--- src/rtl/hf_result_scoreboard_if.sv ---
// Expected-result push and DUT-result buses between a stimulus source and the result scoreboard.
interface hf_result_scoreboard_if #(
    parameter int chanW       = 1,
    parameter int formatWidth = 64
);
    logic                   exp_valid;
    logic                   exp_ready;
    logic [chanW-1:0]       exp_chan;
    logic [formatWidth-1:0] exp_out;
    logic [4:0]             exp_flags;
    logic                   exp_sqrtOp;

    logic                   dut_valid;
    logic [chanW-1:0]       dut_chan;
    logic [formatWidth-1:0] dut_out;
    logic [4:0]             dut_flags;
    logic                   dut_sqrtOp;

    modport master (
        output exp_valid, exp_chan, exp_out, exp_flags, exp_sqrtOp,
        output dut_valid, dut_chan, dut_out, dut_flags, dut_sqrtOp,
        input  exp_ready
    );

    modport slave (
        input  exp_valid, exp_chan, exp_out, exp_flags, exp_sqrtOp,
        input  dut_valid, dut_chan, dut_out, dut_flags, dut_sqrtOp,
        output exp_ready
    );
endinterface

--- src/rtl/hf_result_scoreboard.sv ---
// Result scoreboard: per-channel in-order expected-result FIFOs, head compare, stats, first-error capture, LFSR issue throttle.
// Compare is combinational against the FIFO head; counters, sticky flags and capture are visible one cycle after dut_valid.
// DUT results are never stalled; exp_ready drops only while the addressed channel FIFO is full.
module hf_result_scoreboard #(
    parameter int          expWidth     = 11,
    parameter int          sigWidth     = 53,
    parameter int          depth        = 8,
    parameter int          numChannels  = 1,
    parameter int          maxNumErrors = 20,
    parameter int          maxDelayLog2 = 6,
    parameter logic [15:0] lfsrSeed     = 16'hACE1,
    parameter bit          nanLoose     = 1'b0,
    localparam int         formatWidth  = expWidth + sigWidth,
    localparam int         chanW        = (numChannels > 1) ? $clog2(numChannels) : 1
) (
    input  logic                   clock,
    input  logic                   nReset,
    hf_result_scoreboard_if.slave  bus,
    output logic                   throttle_ok,
    output logic [31:0]            pass_count,
    output logic [31:0]            error_count,
    output logic                   spurious,
    output logic                   stop,
    output logic                   idle,
    output logic                   err_valid,
    output logic [chanW-1:0]       err_chan,
    output logic [formatWidth-1:0] err_expect_out,
    output logic [4:0]             err_expect_flags,
    output logic [formatWidth-1:0] err_actual_out,
    output logic [4:0]             err_actual_flags
);
    localparam int aw     = $clog2(depth);
    localparam int nSlots = 1 << chanW;

    typedef struct packed {
        logic [formatWidth-1:0] out;
        logic [4:0]             flags;
        logic                   sqrtOp;
    } entry_t;

    // Slots beyond numChannels read as permanently full and empty, so stray channel ids never push or pop.
    logic [nSlots-1:0] full_v;
    logic [nSlots-1:0] empty_v;
    entry_t            head_v [nSlots];

    entry_t push_ent;
    entry_t head;
    logic   push_ok;
    logic   pop_ok;
    logic   miss;
    logic   exp_nan;
    logic   act_nan;
    logic   out_match;
    logic   match;
    logic   err_ev;

    assign push_ent      = '{out: bus.exp_out, flags: bus.exp_flags, sqrtOp: bus.exp_sqrtOp};
    assign bus.exp_ready = !full_v[bus.exp_chan];
    assign push_ok       = bus.exp_valid && bus.exp_ready;
    assign miss          = bus.dut_valid && empty_v[bus.dut_chan];
    assign pop_ok        = bus.dut_valid && !empty_v[bus.dut_chan];
    assign head          = head_v[bus.dut_chan];

    for (genvar c = 0; c < nSlots; c++) begin : g_ch
        if (c < numChannels) begin : g_real
            logic [aw:0] wr_ptr;
            logic [aw:0] rd_ptr;
            entry_t      mem [depth];
            logic        push_here;
            logic        pop_here;

            assign push_here = push_ok && (bus.exp_chan == chanW'(c));
            assign pop_here  = pop_ok && (bus.dut_chan == chanW'(c));
            assign full_v[c]  = (wr_ptr == {~rd_ptr[aw], rd_ptr[aw-1:0]});
            assign empty_v[c] = (wr_ptr == rd_ptr);
            assign head_v[c]  = mem[rd_ptr[aw-1:0]];

            always_ff @(posedge clock) begin
                if (push_here) begin
                    mem[wr_ptr[aw-1:0]] <= push_ent;
                end
            end

            always_ff @(posedge clock) begin
                if (!nReset) begin
                    wr_ptr <= '0;
                    rd_ptr <= '0;
                end else begin
                    if (push_here) wr_ptr <= wr_ptr + 1'b1;
                    if (pop_here)  rd_ptr <= rd_ptr + 1'b1;
                end
            end
        end else begin : g_pad
            assign full_v[c]  = 1'b1;
            assign empty_v[c] = 1'b1;
            assign head_v[c]  = '0;
        end
    end

    // NaN: exponent all ones with a nonzero fraction; sign and payload are ignored in loose mode.
    assign exp_nan   = (&head.out[formatWidth-2 -: expWidth]) && (|head.out[sigWidth-2:0]);
    assign act_nan   = (&bus.dut_out[formatWidth-2 -: expWidth]) && (|bus.dut_out[sigWidth-2:0]);
    assign out_match = (head.out == bus.dut_out) || (nanLoose && exp_nan && act_nan);
    assign match     = out_match && (head.flags == bus.dut_flags) && (head.sqrtOp == bus.dut_sqrtOp);
    assign err_ev    = miss || (pop_ok && !match);

    always_ff @(posedge clock) begin
        if (!nReset) begin
            pass_count       <= '0;
            error_count      <= '0;
            spurious         <= 1'b0;
            stop             <= 1'b0;
            err_valid        <= 1'b0;
            err_chan         <= '0;
            err_expect_out   <= '0;
            err_expect_flags <= '0;
            err_actual_out   <= '0;
            err_actual_flags <= '0;
        end else begin
            if (pop_ok && match && (pass_count != '1)) pass_count <= pass_count + 32'd1;
            if (err_ev && (error_count != '1))         error_count <= error_count + 32'd1;
            if (miss) spurious <= 1'b1;
            if (error_count >= 32'(maxNumErrors)) stop <= 1'b1;
            if (err_ev && !err_valid) begin
                err_valid        <= 1'b1;
                err_chan         <= bus.dut_chan;
                err_expect_out   <= miss ? '0 : head.out;
                err_expect_flags <= miss ? '0 : head.flags;
                err_actual_out   <= bus.dut_out;
                err_actual_flags <= bus.dut_flags;
            end
        end
    end

    // Galois LFSR for x^16+x^14+x^13+x^11+1, free-running; its low bits seed the post-push delay.
    logic [15:0]             lfsr;
    logic [maxDelayLog2-1:0] delay;

    always_ff @(posedge clock) begin
        if (!nReset) begin
            lfsr  <= lfsrSeed;
            delay <= '0;
        end else begin
            lfsr <= {1'b0, lfsr[15:1]} ^ (lfsr[0] ? 16'hB400 : 16'h0000);
            if (push_ok)             delay <= lfsr[maxDelayLog2-1:0];
            else if (delay != '0)    delay <= delay - 1'b1;
        end
    end

    assign throttle_ok = (delay == '0);
    assign idle        = (&empty_v) && throttle_ok;
endmodule

--- src/flat_wrapper.sv ---
// flat-port wrapper written by rule: the top's interface ports become plain ports
module hf_result_scoreboard_flat 
#(
    parameter int          expWidth     = 11,
    parameter int          sigWidth     = 53,
    parameter int          depth        = 8,
    parameter int          numChannels  = 1,
    parameter int          maxNumErrors = 20,
    parameter int          maxDelayLog2 = 6,
    parameter logic [15:0] lfsrSeed     = 16'hACE1,
    parameter bit          nanLoose     = 1'b0,
    localparam int         formatWidth  = expWidth + sigWidth,
    localparam int         chanW        = (numChannels > 1) ? $clog2(numChannels) : 1
)
  (clock, nReset, throttle_ok, pass_count, error_count, spurious, stop, idle, err_valid, err_chan, err_expect_out, err_expect_flags, err_actual_out, err_actual_flags, bus_exp_valid, bus_exp_chan, bus_exp_out, bus_exp_flags, bus_exp_sqrtOp, bus_dut_valid, bus_dut_chan, bus_dut_out, bus_dut_flags, bus_dut_sqrtOp, bus_exp_ready);
  hf_result_scoreboard_if #(.chanW(1), .formatWidth(64)) bus_i ();
  input  logic clock;
  input  logic nReset;
  output logic throttle_ok;
  output logic [31:0] pass_count;
  output logic [31:0] error_count;
  output logic spurious;
  output logic stop;
  output logic idle;
  output logic err_valid;
  output logic [chanW-1:0] err_chan;
  output logic [formatWidth-1:0] err_expect_out;
  output logic [4:0] err_expect_flags;
  output logic [formatWidth-1:0] err_actual_out;
  output logic [4:0] err_actual_flags;
  input wire logic [$bits(bus_i.exp_valid)-1:0] bus_exp_valid;
  input wire logic [$bits(bus_i.exp_chan)-1:0] bus_exp_chan;
  input wire logic [$bits(bus_i.exp_out)-1:0] bus_exp_out;
  input wire logic [$bits(bus_i.exp_flags)-1:0] bus_exp_flags;
  input wire logic [$bits(bus_i.exp_sqrtOp)-1:0] bus_exp_sqrtOp;
  input wire logic [$bits(bus_i.dut_valid)-1:0] bus_dut_valid;
  input wire logic [$bits(bus_i.dut_chan)-1:0] bus_dut_chan;
  input wire logic [$bits(bus_i.dut_out)-1:0] bus_dut_out;
  input wire logic [$bits(bus_i.dut_flags)-1:0] bus_dut_flags;
  input wire logic [$bits(bus_i.dut_sqrtOp)-1:0] bus_dut_sqrtOp;
  output wire logic [$bits(bus_i.exp_ready)-1:0] bus_exp_ready;
  assign bus_i.exp_valid = bus_exp_valid;
  assign bus_i.exp_chan = bus_exp_chan;
  assign bus_i.exp_out = bus_exp_out;
  assign bus_i.exp_flags = bus_exp_flags;
  assign bus_i.exp_sqrtOp = bus_exp_sqrtOp;
  assign bus_i.dut_valid = bus_dut_valid;
  assign bus_i.dut_chan = bus_dut_chan;
  assign bus_i.dut_out = bus_dut_out;
  assign bus_i.dut_flags = bus_dut_flags;
  assign bus_i.dut_sqrtOp = bus_dut_sqrtOp;
  assign bus_exp_ready = bus_i.exp_ready;
  hf_result_scoreboard #(.expWidth(expWidth), .sigWidth(sigWidth), .depth(depth), .numChannels(numChannels), .maxNumErrors(maxNumErrors), .maxDelayLog2(maxDelayLog2), .lfsrSeed(lfsrSeed), .nanLoose(nanLoose)) u_core (.clock(clock), .nReset(nReset), .bus(bus_i), .throttle_ok(throttle_ok), .pass_count(pass_count), .error_count(error_count), .spurious(spurious), .stop(stop), .idle(idle), .err_valid(err_valid), .err_chan(err_chan), .err_expect_out(err_expect_out), .err_expect_flags(err_expect_flags), .err_actual_out(err_actual_out), .err_actual_flags(err_actual_flags));
endmodule
--- config.mk ---
export PLATFORM = sky130hd
export DESIGN_NAME = hf_result_scoreboard_flat
export DESIGN_NICKNAME = d
export VERILOG_FILES = /design/src/rtl/hf_result_scoreboard_if.sv /design/src/rtl/hf_result_scoreboard.sv /design/src/flat_wrapper.sv
export SDC_FILE = /design/constraint.sdc
export NUM_CORES = 1
export LEC_CHECK = 0
export BUFFER_PORTS_ARGS = -buffer_cell sky130_fd_sc_hd__buf_2
export CAP_MARGIN = 20
export CORE_MARGIN = 5
export CORE_UTILIZATION = 40
export CTS_BUF_LIST = sky130_fd_sc_hd__clkbuf_16
export DETAILED_ROUTE_END_ITERATION = 10
export GPL_ROUTABILITY_DRIVEN = 0
export PLACE_DENSITY_LB_ADDON = 0.15
export SETUP_SLACK_MARGIN = 0.4
export SKIP_LAST_GASP = 1
export SLEW_MARGIN = 25
export SYNTH_ARGS = -nofsm -noshare
export SYNTH_HDL_FRONTEND = slang
export SYNTH_SLANG_ARGS = --single-unit
--- constraint.sdc ---
create_clock -name clock -period 10.5 [get_ports clock]
set_clock_uncertainty 0.1 [all_clocks]
set_input_delay 1.575 -clock clock [delete_from_list [all_inputs] [get_ports clock]]
set_output_delay 1.575 -clock clock [all_outputs]
set_load 0.1 [all_outputs]
# Yosys cells after proc, flatten, opt, wreduce, memory -nomap -nowiden
# Memories as Yosys holds them, arrays and structs flattened. A register that Yosys moved wholly into a read port is not among the register bits.
# Cells that the tools add are included.
# totals
regBits	236
ram_bits	560
inputBits	146
out_inout_bits	209
word_cells	73
memories	1
# mem_list
memory	words	word_bits	rd	rd_clocked_by_memory_dff	wr	line_no	rtl
u_core.g_ch[0].g_real.mem	8	70	1	1	1	hf_result_scoreboard.sv:68	entry_t mem [depth];
# classes
addsub	5
n_lt_le_gt_ge	4
eq_ne	7
n_mux	16
bitwise_logic	5
n_reduce_logical	21
# op_table
cell	n
70-bit two-way mux	3
32-bit by 1-bit adder with 32-bit output (second input constant)	2
64-bit equality test	1
64-bit two-way mux	1
32-bit != test (second input constant)	2
32-bit by 5-bit greater-or-equal comparator with 1-bit output (second input constant)	1
16-bit two-way mux	1
15-bit by 16-bit bitwise XOR with 16-bit output	1
1-bit logical AND	13
6-bit two-way mux	2
4-bit by 1-bit adder with 4-bit output (second input constant)	2
4-bit equality test	2
6-bit zero test	1
1-bit two-way mux	6
3-bit two-way mux	2
6-bit nonzero test	1
6-bit by 1-bit subtractor with 6-bit output (second input constant)	1
5-bit equality test	1
5-bit two-way mux	1
1-bit zero test	4
1-bit by 2-bit < comparator with 1-bit output (second input constant)	2
1-bit inverter	3
2-bit greater-or-equal comparator (second input constant)	1
1-bit inverter with 2-bit output	1
3 further kinds	3

# Longest topological paths before layout
# Gate-level depths: netlist of run 1.
# depth
word_depth	11
ltp_mapped	17

# Worst setup path after synthesis of run 1
# Ideal clock, no wire load.
# synth_path
path_type	input-to-reg
start	input port bus_exp_chan
end	memory u_core.g_ch[0].g_real.mem[0][0] (netlist bit) (enable)
arrival_time_ns	9.946
required_time_ns	9.730
slack_ns	-0.216
stages	4
path_buffers	1
cell_sequence	nor2_1 > nand2_1 > clkbuf_1 > nor4_1
# synth_between
elab_chain_len	7
elab_cells_between_ends	8
# synth_lines
item	line_no	rtl
from (decl)	flat_wrapper.sv:32	input wire logic [$bits(bus_i.exp_chan)-1:0] bus_exp_chan;
1-bit two-way mux (not written as such) (2 in a row)	hf_result_scoreboard.sv:58	assign bus.exp_ready = !full_v[bus.exp_chan];
1-bit zero test	hf_result_scoreboard.sv:58	
1-bit logical AND	hf_result_scoreboard.sv:59	assign push_ok = bus.exp_valid && bus.exp_ready;
1-bit logical AND (*)	hf_result_scoreboard.sv:72	assign push_here = push_ok && (bus.exp_chan == chanW'(c));
1-bit two-way mux (*)	hf_result_scoreboard.sv:79	if (push_here) begin
1-bit two-way mux (not written as such) (*)	hf_result_scoreboard.sv:80	mem[wr_ptr[aw-1:0]] <= push_ent;
to (decl)	hf_result_scoreboard.sv:68	
# Mark *: on every way between the ends. The rest lies on a longest branch, timed or not. The select of a mux whose other input is x is not followed.

==> results of run 1 <==
[power by group]
group | internal, W | switching, W | total (W)
clock | 0.00165 | 0.00123 | 0.00288
combinational | 0.000178 | 0.000535 | 0.000714
sequential | 0.00343 | 0.0000359 | 0.00347
[metrics by stage]
step	util, %	instance area, µm²	power, W
after CTS	46.9	37700	0.00713
after global placement	43.5	35000	0.00424
after global routing	46.9	37700	0.00731
after detailed placement	43.6	35000	0.00425
after floorplan	-	32300	0.00404
final	47.0	37700	0.00707
[flip-flops by register name, summed over array words and instances, names as in the netlist, named ones only]
signal / cells
u_core.g_ch.g_real.mem: 560
u_core.err_actual_out: 64
u_core.err_expect_out: 64
u_core.error_count: 32
u_core.pass_count: 32
u_core.lfsr: 16
u_core.delay: 6
u_core.err_actual_flags: 5
u_core.err_expect_flags: 5
u_core.g_ch.g_real.rd_ptr: 4
u_core.g_ch.g_real.wr_ptr: 4
u_core.err_chan: 1
u_core.err_valid: 1
u_core.spurious: 1
u_core.stop: 1
[path summary, 6_finish.rpt]
kind                                 to  slack [ps]            start  cells after the start
max          u_core.err_actual_flags[1]        4300        flip-flop                     14
min                     u_core.lfsr[11]         310  u_core.lfsr[12]                      1
max reg2reg  u_core.err_actual_flags[1]        4300        flip-flop                     14
min reg2reg             u_core.lfsr[11]         310  u_core.lfsr[12]                      1
[routing by layer]
| layer | global-route usage [%] | vias up | wire [µm] |
|---|---|---|---|
| li1 | - | 9328 | - |
| met1 | 29.3 | 10300 | 41200 |
| met2 | 33.3 | 634 | 43500 |
| met3 | 5.30 | 111 | 7370 |
| met4 | 5.05 | 10 | 1620 |
| met5 | 0 | - | 58 |
[cell usage in the layout, fill, tap and decap left out, types with 31 or more instances in the layout]
cell,synthesis,final
inv_1,18,38
clkbuf_16,0,89
mux2i_1,195,195
xnor2_1,54,54
o21ai_1,69,69
nor2_1,142,138
nor3_1,35,31
nand3_1,94,94
buf_4,15,35
buf_2,29,352
mux4_2,71,71
mux2_2,40,40
a21oi_1,59,58
dfxtp_1,239,236
nand2_1,168,168
edfxtp_1,560,560
[cell type report]
cell class                      instances  area [µm²]  area share (%)
Sequential cell                       799       21600            57.3
Multi-Input combinational cell       1318        9910            26.3
Clock buffer                           89        2230            5.91
Timing Repair Buffer                  390        2080            5.53
Tap cell                             1060        1330            3.52
Clock inverter                         71         449            1.19
Inverter                               19        76.3           0.202
Antenna cell                            7        17.5          0.0465
[cell families (layout without fill, tap and decap cells)]
kind of cell               after synthesis  after routing  synth area share [%]
AOI/OAI and AO/OA                      293            293                  5.78
xor gates and xnor gates                79             79                  2.14
adders and majority gates                7              7                 0.271
buffers and inverters                  158            569                  2.75
DFF                                    799            799                  66.8
muxes                                  306            306                  12.4
other                                    0              7                     0
and+or+nand+nor                        633            633                  9.84
[worst max-delay path, stage by stage, from the launching register on]
cell       delay (ps)
dfxtp_4           790
buf_4             680
buf_4             520
mux4_2            560
nand2_1            80
nand2_1           140
o211ai_1          120
a21oi_1           190
o2111ai_1         370
nor3_4            130
a311oi_4          700
buf_4             490
buf_4             680
mux2i_1           270
nor2_1             60
==> metrics, run 1 <==
Final HPWL DP=60,000 µm; routed wire length=93,800 µm; Max Cap Viol=0; cts hold-fix bufs=0; CTS Buffer Depth=3; vias after detailed routing=between 20,000 and 25,000; non-filler cells, final=~3,800; Vert. Die Dim=294 µm; #FFs+latches synth=799; post-route ant nets=0; Setup CP Type=flip-flop to flip-flop; # placed instances=around 3,600; fmax=161 MHz; CP required=10,880 ps; Worst Setup End Kind=flip-flop; Final Cycle Share=between 50% and 60%; worst slew pin tran=975 ps; Hold Path Class=flip-flop to flip-flop; clk sinks=799; Worst EP arrival=6580 ps; Sum Neg Setup Slack=0 ps; FP Rows=104; CTS clk-pin slew, worst paths=60 ps; IO Port Bufs=354; chip width=294 µm; Area growth syn-to-layout=16.6%; total die area=86,600 µm²; via-per-instance ratio=5.44; core area=80,300 µm²; vias in the first global route=slightly above 20,000; crit path time final=6200 ps; Inserted Clock Buffers=86; share of the synthesized area in the top cell type=52.0%; Syn Inst Count=about 2,300; largest cells by area after synthesis=edfxtp_1 (52%), dfxtp_1 (15%), mux2i_1 (6.0%); Leakage Power=~13 nW; startpoint types=flip-flop; Syn Std Cell Area=between 30,000 and 40,000 µm²; status=finished, final reports clean; max_slew headroom=35.0%; area leader, netlist=edfxtp_1; setup bufs post-CTS=0; Initial Util=40.3%; DR WL/cell=25.0 µm; largest net degree at the start of global routing=81; Mapped Avg Cell Area=14.2 µm²; Hold Worst Slack=306 ps; RSZ-0062 raised after global routing=no; first-pass GRT wire length=136,000 µm; Async S/R FF share, synth=0%; grt ovf=0; Fin. Hold Viols=0; critical path peak fanout=63; clk_lat worst skew=640 ps; most frequent cell after synthesis=edfxtp_1; Worst VDD drop=0.110 mV; Post-synth top flop=edfxtp_1; CTS tree=yes; # DRC=0; Synth top cells by count=edfxtp_1 (560), dfxtp_1 (239), mux2i_1 (195); setup slack after layout=approximately 4300 ps; Setup violations, final=0; pwr/cell area=187 nW/µm²; fraction of layout cells with a size suffix above 1=24.5%; Slew Limit Fails=0; I/O Pins=355; yosys warns=0; initial antenna violation count=19; drt pass-1 iters=5; DRT iter0 DRCs=1,426; Post-Place Setup Slack=3830 ps; Total GRT Usage=roughly a fifth; post-synth cell types=71; Post-synth EDFFs=560; Post-Syn Nets=2,428; post-CTS resize count=0; # H-tree levels=3; filler cell count=7,084; Final nets=2,767; root buf cell=clkbuf_16; sequential fraction of the synthesis area=66.8%
Note: power is estimated with default switching activity, not from simulation.
==> inputs of run 2 (changes only) <==
Clock period 10.5 ns to 5.26 ns, I/O delays scaled along.
==> run 2 against run 1 <==
  * Via count grew 1.1%
  * Global-route usage rose by 0.22 points
  * Register-to-register slack got worse by 3700 ps
  * Critical path type unchanged
  * Highest routed layer unchanged
==> metrics, run 2 (same netlist as run 1, synthesis figures left out) <==
status=finished, final reports clean; Worst Setup End Kind=flip-flop; Final nets=2,797 (+1.1%); Area growth syn-to-layout=18.8%; post-route cell area=38,400 µm² (+1.8%); Leakage Power=13.4 nW (+2.0%); fmax=216 MHz (+34%); Worst EP arrival=5080 ps (-1500 ps); DR WL/cell=25.2 µm (+1.0%); Net Sw Frac=25.1% (-0.37 points); vias in the first global route=20,400 (+0.99%); # placed instances=3,606 (+0.59%); IO Port Bufs=354 (unchanged); initial antenna violation count=24 (+5); drt pass-1 iters=5 (unchanged); first-pass GRT wire length=138,000 µm (+1.2%); Net Sw Power=0.00367 W (+100%); pwr/cell area=381 nW/µm² (+100%); most common library cell in the layout ignoring fill and taps=edfxtp_1; via-per-instance ratio=5.45 (+0.22%); area of the multi-input gates=9960 µm² (+0.58%); total die area=86,600 µm² (unchanged); Max Cap Viol=0 (unchanged); CP dominant cell by count=buf_12; non-filler cells, final=3,787 (+0.91%); # H-tree levels=3 (unchanged); I/O Pins=355 (unchanged); max_slew headroom=25.7% (-9.3 points); routed wire length=95,600 µm (+1.9%); cell internal pwr=0.0110 W (+110%); CTS tree=yes; CTS Buffer Depth=3 (unchanged); Vert. Die Dim=294 µm (unchanged); post-route ant nets=0 (unchanged); Sum Neg Setup Slack=0 ps (unchanged); DRT iter0 DRCs=1,476 (+3.5%); Slew Limit Fails=0 (unchanged); largest stage delay on the critical path=580 ps (-210 ps); Worst path slowest cell=dfxtp_4; Hold Path Class=flip-flop to flip-flop; Largest register FFs=560 (unchanged); clk sinks=799 (unchanged); CTS clk-pin slew, worst paths=60 ps (about the same); # DRC=0 (unchanged); Hold Worst Slack=308 ps (+2.04 ps); worst slew pin tran=1100 ps (+129 ps); root buf cell=clkbuf_16; fraction of layout cells with a size suffix above 1=25.5% (+1.0 points); vias after detailed routing=20,600 (+1.1%); Total GRT Usage=21.2% (+0.22 points); most frequent cells in the layout=edfxtp_1 (560), buf_2 (352), dfxtp_1 (236); clk_lat worst skew=630 ps (about the same); CP required=5720 ps (-5160 ps); core area=80,300 µm² (unchanged); FF/Latch Area=21,600 µm² (unchanged); chip width=294 µm (unchanged); Worst VDD drop=0.227 mV (+110%); Fin. Hold Viols=0 (unchanged); RSZ-0062 raised after global routing=no; filler cell count=7,023 (-0.86%); FP Rows=104 (unchanged); Final HPWL DP=61,000 µm (+1.7%); Setup CP Type=flip-flop to flip-flop; power share of the combinational group=10.0% (about the same); Final Cycle Share=87.9% (+29 points); critical path peak fanout=81 (+29%); Setup violations, final=0 (unchanged); Initial Util=40.3% (unchanged); Sequential Power Share=47.4% (-1.7 points); grt ovf=0 (unchanged); placed inst area=35,300 µm² (+0.81%); crit path time final=4620 ps (-1580 ps); part of the power in the clock network=42.7% (+1.9 points); startpoint types=flip-flop; Inserted Clock Buffers=87 (+1.2%); CP Cell Sequence=buf_16 > mux2i_1 > a22oi_1 > and2_1 > o21ai_1 > nor3b_1 > o2111ai_1 > nor3_4 > buf_12 > buf_4 > a311oi_4 > buf_12 > buf_12 > buf_6 > nand3_1 > o21ai_1; largest net degree at the start of global routing=95 (+17%)
==> run 2: changes by cell type in the layout (fill, tap and decap cells not counted), sizes merged <==
cell,previous run,this run
clkbuf,89,92
inv,53,37
nand4,27,28
bufinv,5,12
buf,390,417
diode,7,11
clkinvlp,0,2
clkinv,32,38
==> run 2: layer usage <==
layer / GRT usage, % / wire, µm / up-vias
li1: - / - / 9386
met1: 29.9 / 42000 / 10400
met2: 33.4 / 44500 / 667
met3: 5.35 / 7090 / 129
met4: 5.03 / 1820 / 22
met5: 0 / 153 / -
==> run 2: power by group through the flow <==
stage          clock network (W)  registers, W  logic (W)
2_1_floorplan                  0       0.00740   0.000667
6_report                 0.00624       0.00693    0.00146
5_1_grt                  0.00664       0.00694    0.00155
4_1_cts                  0.00636       0.00693    0.00145
3_5_place_dp                   0       0.00706    0.00144
3_3_place_gp                   0       0.00706    0.00143
==> run 2: worst max-delay path, delay by kind of cell, from the launching register on <==
kind / cells / cell delay [ps]
AOI/OAI and AO/OA: 5 / 1370
buffers and inverters: 6 / 1380
DFF: 1 / 580
muxes: 1 / 150
and+or+nand+nor: 4 / 870
==> run 2: final timing paths <==
path / from / to / slack (ps) / cells past startpoint
worst max register to register: flip-flop / u_core.err_expect_flags[0] / 640 / 16
worst min register to register: u_core.lfsr[7] / u_core.lfsr[6] / 310 / 1
worst min-delay path: u_core.lfsr[7] / u_core.lfsr[6] / 310 / 1
worst max-delay path: flip-flop / u_core.err_expect_flags[0] / 640 / 16
==> run 2: final cells by class <==
class / instances / share of cell area (%)
timing repair buffer: 418 / 6.41
antenna: 11 / 0.0717
sequential: 799 / 56.3
multi-input combinational: 1319 / 25.9
clock inverter: 70 / 1.69
inverter: 19 / 0.199
tap: 1060 / 3.45
clock buffer: 91 / 5.93
==> run 2: metrics by stage <==
step / setup WS (ps) / power, W / utilization (%)
floorplan: 409 / 0.00807 / -
global placement: 345 / 0.00848 / 43.9
detailed placement: 344 / 0.00850 / 43.9
CTS: 463 / 0.0147 / 47.6
global route: 446 / 0.0151 / 47.8
finish: 639 / 0.0146 / 47.8
==> run 2: repair_timing <==
action	4_1_cts	5_1_grt
hold endpoints to repair	0	0
cloned	0	2
endpoints found under the setup margin	25	66
hold buffers	0	0
setup buffers	0	7
resized for setup	1	8
pin swaps	0	3
